[config.mk]
export PLATFORM = sky130hd
export DESIGN_NAME = quire_to_posit_4_0
export DESIGN_NICKNAME = d
export VERILOG_FILES = /design/src/rtl/posit_defines.sv /design/src/rtl/posit_4_0_round_enc.sv /design/src/rtl/quire_to_posit_4_0.sv
export SDC_FILE = /design/constraint.sdc
export NUM_CORES = 1
export LEC_CHECK = 0
export ABC_AREA = 1
export BUFFER_PORTS_ARGS = -buffer_cell sky130_fd_sc_hd__buf_4
export CAP_MARGIN = 20
export CORE_MARGIN = 2
export CORE_UTILIZATION = 60
export CTS_CLUSTER_DIAMETER = 80
export DETAILED_ROUTE_END_ITERATION = 10
export PLACE_DENSITY = 0.85
export SLEW_MARGIN = 20
export SYNTH_ARGS = -nofsm -noshare
export SYNTH_HDL_FRONTEND = slang
export SYNTH_SLANG_ARGS = --single-unit
[constraint.sdc]
create_clock -name clk -period 3.7 [get_ports clk]
set_input_delay 0.74 -clock clk [delete_from_list [all_inputs] [get_ports clk]]
set_output_delay 0.74 -clock clk [all_outputs]
set_load 0.02 [all_outputs]
[src/rtl/posit_defines.sv]
// Shared posit<4,0> constants, quire sizing and stage bundle.
// Imported by the quire-to-posit converter and its encoder.
package posit_defines;

  localparam logic [3:0] POSIT4_NAR    = 4'b1000;
  localparam logic [3:0] POSIT4_ZERO   = 4'b0000;
  localparam logic [3:0] POSIT4_MAXPOS = 4'b0111;
  localparam int         QUIRE_FRAC_BITS = 4;

  function automatic int quire_size(
    input int log_nb_accum
  );
    return 9 + log_nb_accum;
  endfunction

  typedef struct packed {
    logic       nar;
    logic       zero;
    logic       sign;
    logic       sow;
    logic       eow;
    logic       ovf;
    logic [6:0] m;
  } q2p_s1_t;

endpackage

[src/rtl/posit_4_0_round_enc.sv]
// Rounds a saturated quire magnitude (1/16 units) to a posit<4,0> code.
// i_m/i_ovf: magnitude and overflow flag; o_code: 3-bit magnitude code.
module posit_4_0_round_enc
  import posit_defines::*;
(
  input  logic [6:0] i_m,
  input  logic       i_ovf,
  output logic [2:0] o_code
);

  logic w_ok;
  assign w_ok = ~i_ovf;

  // Range edges carry the ties-to-even choices; zero magnitude still
  // lands on minpos so a nonzero value never rounds away.
  always_comb begin
    o_code = POSIT4_MAXPOS[2:0];
    unique case (1'b1)
      i_ovf:
        o_code = 3'b111;
      w_ok && (i_m <= 7'd5):
        o_code = 3'b001;
      w_ok && (i_m >= 7'd6) && (i_m <= 7'd10):
        o_code = 3'b010;
      w_ok && (i_m >= 7'd11) && (i_m <= 7'd13):
        o_code = 3'b011;
      w_ok && (i_m >= 7'd14) && (i_m <= 7'd20):
        o_code = 3'b100;
      w_ok && (i_m >= 7'd21) && (i_m <= 7'd27):
        o_code = 3'b101;
      w_ok && (i_m >= 7'd28) && (i_m <= 7'd48):
        o_code = 3'b110;
      w_ok && (i_m >= 7'd49):
        o_code = 3'b111;
      default:
        o_code = 3'b111;
    endcase
  end

endmodule

[src/rtl/quire_to_posit_4_0.sv]
// Quire stream to posit<4,0> converter, 2 stages plus 1-entry skid.
// In: rts_i/rtr_o, sow/eow, data/NaR/zero. Out: rts_o/rtr_i, posit.
module quire_to_posit_4_0
  import posit_defines::*;
#(
  parameter int LOG_NB_ACCUM = 10,
  parameter bit EOW_ONLY     = 1'b1,
  localparam int QS = quire_size(LOG_NB_ACCUM)
) (
  input  logic          clk,
  input  logic          rst_n,
  output logic          rtr_o,
  input  logic          rts_i,
  input  logic          sow_i,
  input  logic          eow_i,
  input  logic [QS-1:0] data_i,
  input  logic          NaR_i,
  input  logic          sign_i,
  input  logic          zero_i,
  input  logic          rtr_i,
  output logic          rts_o,
  output logic          sow_o,
  output logic          eow_o,
  output logic [3:0]    posit_o,
  output logic          NaR_o,
  output logic          zero_o
);

  logic          w_unused;
  logic          w_neg;
  logic [QS:0]   w_ext;
  logic [QS:0]   w_mag;
  q2p_s1_t       w_in;
  logic          w_pen;
  logic          w_xfer;
  logic          w_keep;
  logic          w_sk_v_nxt;
  logic [2:0]    w_code;
  logic [3:0]    w_mag_p;
  logic [3:0]    w_posit;

  logic          r_rtr;
  logic          r_s1_v;
  q2p_s1_t       r_s1;
  logic          r_sk_v;
  q2p_s1_t       r_sk;
  logic          r_rts;
  logic          r_sow;
  logic          r_eow;
  logic [3:0]    r_posit;
  logic          r_nar;
  logic          r_zero;

  // Sign comes from the quire MSB itself.
  assign w_unused = sign_i;

  assign w_neg = data_i[QS-1];
  assign w_ext = {data_i[QS-1], data_i};
  assign w_mag = w_neg ? (~w_ext + 1'b1) : w_ext;

  always_comb begin
    w_in      = '0;
    w_in.nar  = NaR_i;
    w_in.zero = zero_i | (data_i == '0);
    w_in.sign = w_neg;
    w_in.sow  = sow_i;
    w_in.eow  = eow_i;
    w_in.ovf  = |w_mag[QS:7];
    w_in.m    = w_mag[6:0];
  end

  assign w_pen  = rtr_i | ~r_rts;
  assign w_xfer = rts_i & r_rtr;
  assign w_keep = w_xfer & (eow_i | ~EOW_ONLY);

  always_comb begin
    w_sk_v_nxt = r_sk_v;
    if (w_pen)
      w_sk_v_nxt = r_sk_v & w_keep;
    else
      w_sk_v_nxt = r_sk_v | w_keep;
  end

  posit_4_0_round_enc u_enc (
    .i_m   (r_s1.m),
    .i_ovf (r_s1.ovf),
    .o_code(w_code)
  );

  assign w_mag_p = {1'b0, w_code};

  always_comb begin
    w_posit = w_mag_p;
    unique case (1'b1)
      r_s1.nar:
        w_posit = POSIT4_NAR;
      !r_s1.nar && r_s1.zero:
        w_posit = POSIT4_ZERO;
      !r_s1.nar && !r_s1.zero && r_s1.sign:
        w_posit = 4'd0 - w_mag_p;
      default:
        w_posit = w_mag_p;
    endcase
  end

  always_ff @(posedge clk or negedge rst_n) begin
    if (!rst_n) begin
      r_rtr   <= 1'b0;
      r_s1_v  <= 1'b0;
      r_s1    <= '0;
      r_sk_v  <= 1'b0;
      r_sk    <= '0;
      r_rts   <= 1'b0;
      r_sow   <= 1'b0;
      r_eow   <= 1'b0;
      r_posit <= 4'd0;
      r_nar   <= 1'b0;
      r_zero  <= 1'b0;
    end else begin
      if (w_pen) begin
        r_rts <= r_s1_v;
        if (r_s1_v) begin
          r_posit <= w_posit;
          r_nar   <= r_s1.nar;
          r_zero  <= ~r_s1.nar & r_s1.zero;
          r_sow   <= EOW_ONLY ? 1'b1 : r_s1.sow;
          r_eow   <= EOW_ONLY ? 1'b1 : r_s1.eow;
        end
        if (r_sk_v) begin
          r_s1_v <= 1'b1;
          r_s1   <= r_sk;
        end else begin
          r_s1_v <= w_keep;
          if (w_keep)
            r_s1 <= w_in;
        end
      end
      if (w_keep && (!w_pen || r_sk_v))
        r_sk <= w_in;
      r_sk_v <= w_sk_v_nxt;
      r_rtr  <= ~w_sk_v_nxt;
    end
  end

  assign rtr_o   = r_rtr;
  assign rts_o   = r_rts;
  assign sow_o   = r_sow;
  assign eow_o   = r_eow;
  assign posit_o = r_posit;
  assign NaR_o   = r_nar;
  assign zero_o  = r_zero;

endmodule

==> Word-level counts from Yosys, hierarchy flattened <==
Cells that the tools add are included.
{ "totals": {"ramBits": 0, "mem_bits_ro": 0, "out_inout_bits": 10, "register_bits": 35, "latch_bits": 0, "memories": 0} }
{ "classes": {"div_mod_pow": 0, "n_mul": 0, "muxes": 7, "n_addsub": 2, "n_eq_ne": 0, "bitwise_logic": 12, "reduce_logical": 24, "shifts": 0, "magnitude_cmp": 11} }
{ "op_table": {"columns": ["op", "count"], "rows": [
  ["2-to-1 mux 13 bit", 2],
  ["adder 20 x 1 -> 20 bit (second input constant)", 1],
  ["2-to-1 mux 20 bit", 1],
  ["NOT 20 bit", 1],
  ["logical NOT 19 bit", 1],
  ["one-hot mux 3 bit (6 select lines)", 1],
  ["logical AND 1 bit", 15],
  [">= comparator 7 x 4 -> 1 bit (second input constant)", 2],
  [">= comparator 7 x 5 -> 1 bit (second input constant)", 2],
  ["less-or-equal comparator 7 x 4 -> 1 bit (second input constant)", 2],
  ["less-or-equal comparator 7 x 5 -> 1 bit (second input constant)", 2],
  ["OR reduction 13 bit", 1],
  ["one-hot mux 4 bit (3 select lines)", 1],
  [">= comparator 7 x 3 -> 1 bit (second input constant)", 1],
  ["less-or-equal comparator 7 x 3 -> 1 bit (second input constant)", 1],
  ["less-or-equal comparator 7 x 6 -> 1 bit (second input constant)", 1],
  ["bitwise AND 1 bit", 4],
  ["NOT 1 bit", 4],
  ["AND reduction 2 bit", 2],
  ["subtractor 1 x 3 -> 4 bit (first input constant)", 1],
  ["logical NOT 1 bit", 3],
  ["bitwise OR 1 bit", 3],
  ["2-to-1 mux 1 bit", 2],
  ["nonzero test 2 bit", 1],
  ["logical OR 1 bit", 1]
]} }

==> Longest topological paths before layout <==
{ "logic_depth": {"word_depth": 6, "depth_mapped": 14} }

==> Hierarchy <==
From an unflattened synthesis, not the netlist that was laid out.
{ "hier_totals": {"hier_cells": 323, "area_unflattened_um2": 2243.4} }
{ "by_module_without_submodules": {"columns": ["mod", "cells_each", "seq_area_each_um2", "area_per_inst_um2", "n_inst"], "rows": [
  ["quire_to_posit_4_0", 276, 825.8, 2031.9, 1],
  ["posit_4_0_round_enc", 47, 0.0, 211.5, 1]
]} }

==> Least setup slack after synthesis <==
No wires, ideal clock.
{ "synth_path": {"kind": "in2reg", "from": "input data_i[0]", "to": "register r_s1[7] in the netlist's numbering", "slack_ns": 1.733, "setup_time_ns": 0.117, "cell_stages": 13, "arrival_time_ns": 1.851, "path_cell_list": "inv_1 -> ha_1 -> nand2_4 -> nor2_8 -> nand2_2 -> nand2_1 -> nand2_1 -> nand2_1 -> nand2_1 -> nor3_2 -> nand3_1 -> nand2_1 -> nand2_1"} }
{ "synth_between": {"elab_chain_cells": 6} }
{ "synth_lines": {"columns": ["item", "line", "rtl"], "rows": [
  ["from (decl)", "quire_to_posit_4_0.sv:16", "input logic [QS-1:0] data_i,"],
  ["NOT 20 bit", "quire_to_posit_4_0.sv:59", "assign w_mag = w_neg ? (~w_ext + 1'b1) : w_ext;"],
  ["adder 20 x 1 -> 20 bit", "quire_to_posit_4_0.sv:59", null],
  ["2-to-1 mux 20 bit", "quire_to_posit_4_0.sv:59", null],
  ["OR reduction 13 bit", "quire_to_posit_4_0.sv:68", "w_in.ovf = |w_mag[QS:7];"],
  ["2-to-1 mux 13 bit", "quire_to_posit_4_0.sv:134", "if (w_keep)"],
  ["2-to-1 mux 13 bit", "quire_to_posit_4_0.sv:129", "if (r_sk_v) begin"],
  ["to (signal assigned)", "quire_to_posit_4_0.sv:131", "r_s1 <= r_sk;"],
  ["to (signal assigned)", "quire_to_posit_4_0.sv:135", "r_s1 <= w_in;"],
  ["to (decl)", "quire_to_posit_4_0.sv:44", "q2p_s1_t r_s1;"]
]} }
Every way passes these cells. The select of a mux whose other input is x is not followed.
A chain may end at the register's enable or synchronous reset.

==> Worst setup path after layout <==
Same ends and word-level chain as after synthesis.

==> summary.md <==
| Metric | Value |
|---|---|
| Post-synth top area share | `37.4%` |
| CTS tree | `built` |
| Met3 WL | `170 µm` |
| Worst Tran Pin Value | `0.404 ns` |
| Chip width | `64.6 µm` |
| DRT Wirelength | `4580 µm` |
| Post-CTS Repair Setup Buffers | `0` |
| CTS clk-pin slew, worst paths | `0.07 ns` |
| Area delta synth->final | `16.3%` |
| Slack of the critical path | `1.70 ns` |
| Register bit total from synthesis | `33` |
| Initial antenna violation count | `0` |
| FF+latch area | `826 µm²` |
| Distinct cells, synth | `35` |
| Syn nets | `351` |
| Dpl ws | `1.43 ns` |
| # H-tree levels | `2` |
| Clk Latency, worst-skew pair | `0.29 ns` |
| Tcrit/Tclk final | `54.1%` |
| CTS buffer count | `5` |
| Area of the multi-input gates | `0.00116 mm²` |
| Wl on met1 | `1990 µm` |
| Worst-path maximum fanout | `5` |
| Starting Density | `61.2%` |
| Rows | `22` |
| CTS sink count | `33` |
| Average size of a mapped cell | `6.87 µm²` |
| CP Launch Type | `input port` |
| RSZ-0062 raised after global routing | `false` |
| Post-Syn Instances | `321` |
| Routed met2 length | `2290 µm` |
| Synth async-reset ratio | `100%` |
| First-pass GRT wire length | `8350 µm` |
| Hold Buf Count CTS | `0` |
| Max Cap Viol | `0` |
| YS warnings | `0` |
| I/O pin count | `38` |
| Clock root buffer | `clkbuf_8` |
| PortBufs | `35` |
| Iter 0 DRT Violations | `91` |
| Fillers | `325` |
| Post-Syn Area | `0.00221 mm²` |
| DRT antenna net count | `0` |
| Vias | `2089` |
| Layout cells sized above 1 | `16.9%` |
| RD Place Congestion | `0.824` |
| Worst EP required | `3.88 ns` |
| Synth top area cells | `dfrtp_1, nand2_1, inv_1` |
| ANT cells | `0` |
| Static Leak | `1.37 nW` |
| Pins Over Slew Limit | `0` |
| Max Root-Sink Buffers | `2` |
| Drc violations | `0` |
| Core ar. | `0.00361 mm²` |
| Post-synth EDFFs | `0` |
| Hold Crit Class | `input port to asynchronous set/reset pin` |
| Power Density | `542 mW/mm²` |
| Grt total ovfl | `0` |
| Seq/Total Area, Yosys | `37.4%` |
| Total track usage | `25.5%` |
| Outcome | `complete, no violations` |
| Worst path arrival time | `2.19 ns` |
| Largest net degree at the start of global routing | `34` |
| Top FF cell, synth | `dfrtp_1` |
| Vert. Die Dim | `64.6 µm` |
| Top Metal Used | `met4` |
| CTS resizes | `0` |
| Max VDD drop | `0.250 mV` |
| Critical path type | `input port to register` |
| Final TNS setup | `0 ns` |
| Fmax achieved | `0.500 GHz` |
| Final setup fails | `0` |
| Layout Nets | `385` |
| Vias per cell | `5.17` |
| Worst Setup End Kind | `register` |
| Clock skew | `0.00609 ns` |
| Post-synth top area cell | `dfrtp_1` |
| Die ar. | `0.00418 mm²` |
| Post-DP HPWL | `3540 µm` |
| DRT Pass-1 Iters | `4` |
| Final hold violations | `0` |
| Per-cell routed wire length | `11.3 µm` |
| Minimum clock period | `2.00 ns` |
| Worst slew margin | `72.9%` |
| Vias in the first global route | `1998` |
==> registers in the layout, indices dropped and copies added, names as in the netlist <==
name	count
r_s1	11
rtr_o	1
r_s1_v	1
NaR_o	1
rts_o	1
r_sk	11
posit_o	4
r_sk_v	1
eow_o	1
zero_o	1
==> worst max-delay path, cell delays in order <==
cell     delay (ns)
buf_4          0.11
inv_1          0.14
ha_1           0.25
nand2_4        0.11
o21ai_4        0.17
nand2_1        0.06
nand2_1        0.06
nand2_1        0.06
nor2_1         0.08
nand2_1        0.07
nor2_2         0.11
nand3_1        0.09
nand2_1        0.08
nand2_1        0.04
==> routing by layer <==
| metal | vias up | GRT usage, % |
|---|---|---|
| li1 | 1091 | - |
| met1 | 940 | 29.5 |
| met2 | 48 | 44.5 |
| met3 | 10 | 4.69 |
| met4 | 0 | 13.8 |
| met5 | - | 0 |
==> power breakdown <==
part | total (W) | internal (W) | leakage, nW | switching (W)
combinational | 0.000525 | 0.000205 | 0.925 | 0.000320
clock | 0.000256 | 0.000130 | 0.0450 | 0.000126
sequential | 0.000608 | 0.000511 | 0.398 | 0.0000968
==> path summary, 6_finish.rpt <==
path / startpoint / endpoint / slack (ns) / depth (start not counted)
max in group asynchronous: rst_n / r_sk_v / 3.03 / 1
min in group clk: r_s1_v / rts_o / 0.47 / 2
worst max register to register: r_sk_v / r_s1[2] / 1.75 / 6
worst min register to register: r_s1_v / rts_o / 0.47 / 2
worst max-delay path: data_i[0] / r_s1[7] / 1.70 / 14
worst min-delay path: rst_n / rts_o / 0.38 / 1
==> cells in the final DEF (no fill, tap or decap) <==
master,n
ha_1,2
nand3_2,1
inv_1,44
a22o_1,2
a21oi_1,7
a31oi_1,2
nor2_8,1
clkinv_2,2
or2_2,1
clkbuf_8,5
nand3b_1,2
nand2_4,2
o21a_1,1
xnor2_1,1
nand2_2,1
dfrtp_1,33
nand3_1,21
clkinv_1,1
nor4_1,1
xor2_1,4
o21ai_0,24
o2111ai_1,1
nor3_1,4
nor2_1,35
nor2_2,7
o22ai_1,4
nand4_1,5
buf_4,36
nand2_1,96
o211ai_1,4
clkbuf_1,1
o21ai_4,1
nor2_4,2
nor3_2,1
o21ai_1,1
==> cell usage after synthesis (4+ instances only) <==
| cell | count |
|---|---|
| buf_2 | 4 |
| a21oi_1 | 7 |
| o211ai_1 | 4 |
| nand3_1 | 21 |
| o22ai_1 | 4 |
| nand2_1 | 96 |
| inv_1 | 44 |
| nor2_2 | 7 |
| nand4_1 | 5 |
| nor2_1 | 35 |
| nor3_1 | 4 |
| xor2_1 | 4 |
| o21ai_0 | 24 |
| dfrtp_1 | 33 |
==> cell families (layout without fill, tap and decap cells) <==
| kind of cell | after synthesis | in the layout | synth area share [%] |
|---|---|---|---|
| buffers and inverters | 54 | 89 | 10.1 |
| adder cells (fa/ha/maj) | 2 | 2 | 1.13 |
| flip-flops | 33 | 33 | 37.4 |
| XOR/XNOR | 5 | 5 | 1.99 |
| AND/OR/NAND/NOR | 180 | 180 | 36.8 |
| AO/OA/AOI/OAI | 47 | 47 | 12.6 |
==> final cells by class <==
type	instances	share of cell area (%)
clock buffer	6	2.83
multi-input combinational	234	45.1
timing repair buffer	36	10.5
clock inverter	2	0.390
sequential	33	32.2
inverter	45	6.59
tap	48	2.34
==> stage by stage <==
step / hold slack [ns] / instance area (µm²) / utilization [%] / total power [W] / cells
5_1_grt: 0.406 / 2560 / 71.1 / 0.00150 / 404
3_5_place_dp: 0.454 / 2480 / 68.8 / 0.00113 / 396
6_report: 0.382 / 2560 / 71.1 / 0.00139 / 404
2_1_floorplan: 0.431 / 2210 / - / 0.000957 / 321
4_1_cts: 0.386 / 2560 / 71.1 / 0.00139 / 404
3_3_place_gp: 0.446 / 2480 / 68.8 / 0.00111 / 396
No activity file was read; power rests on OpenSTA's default activity.
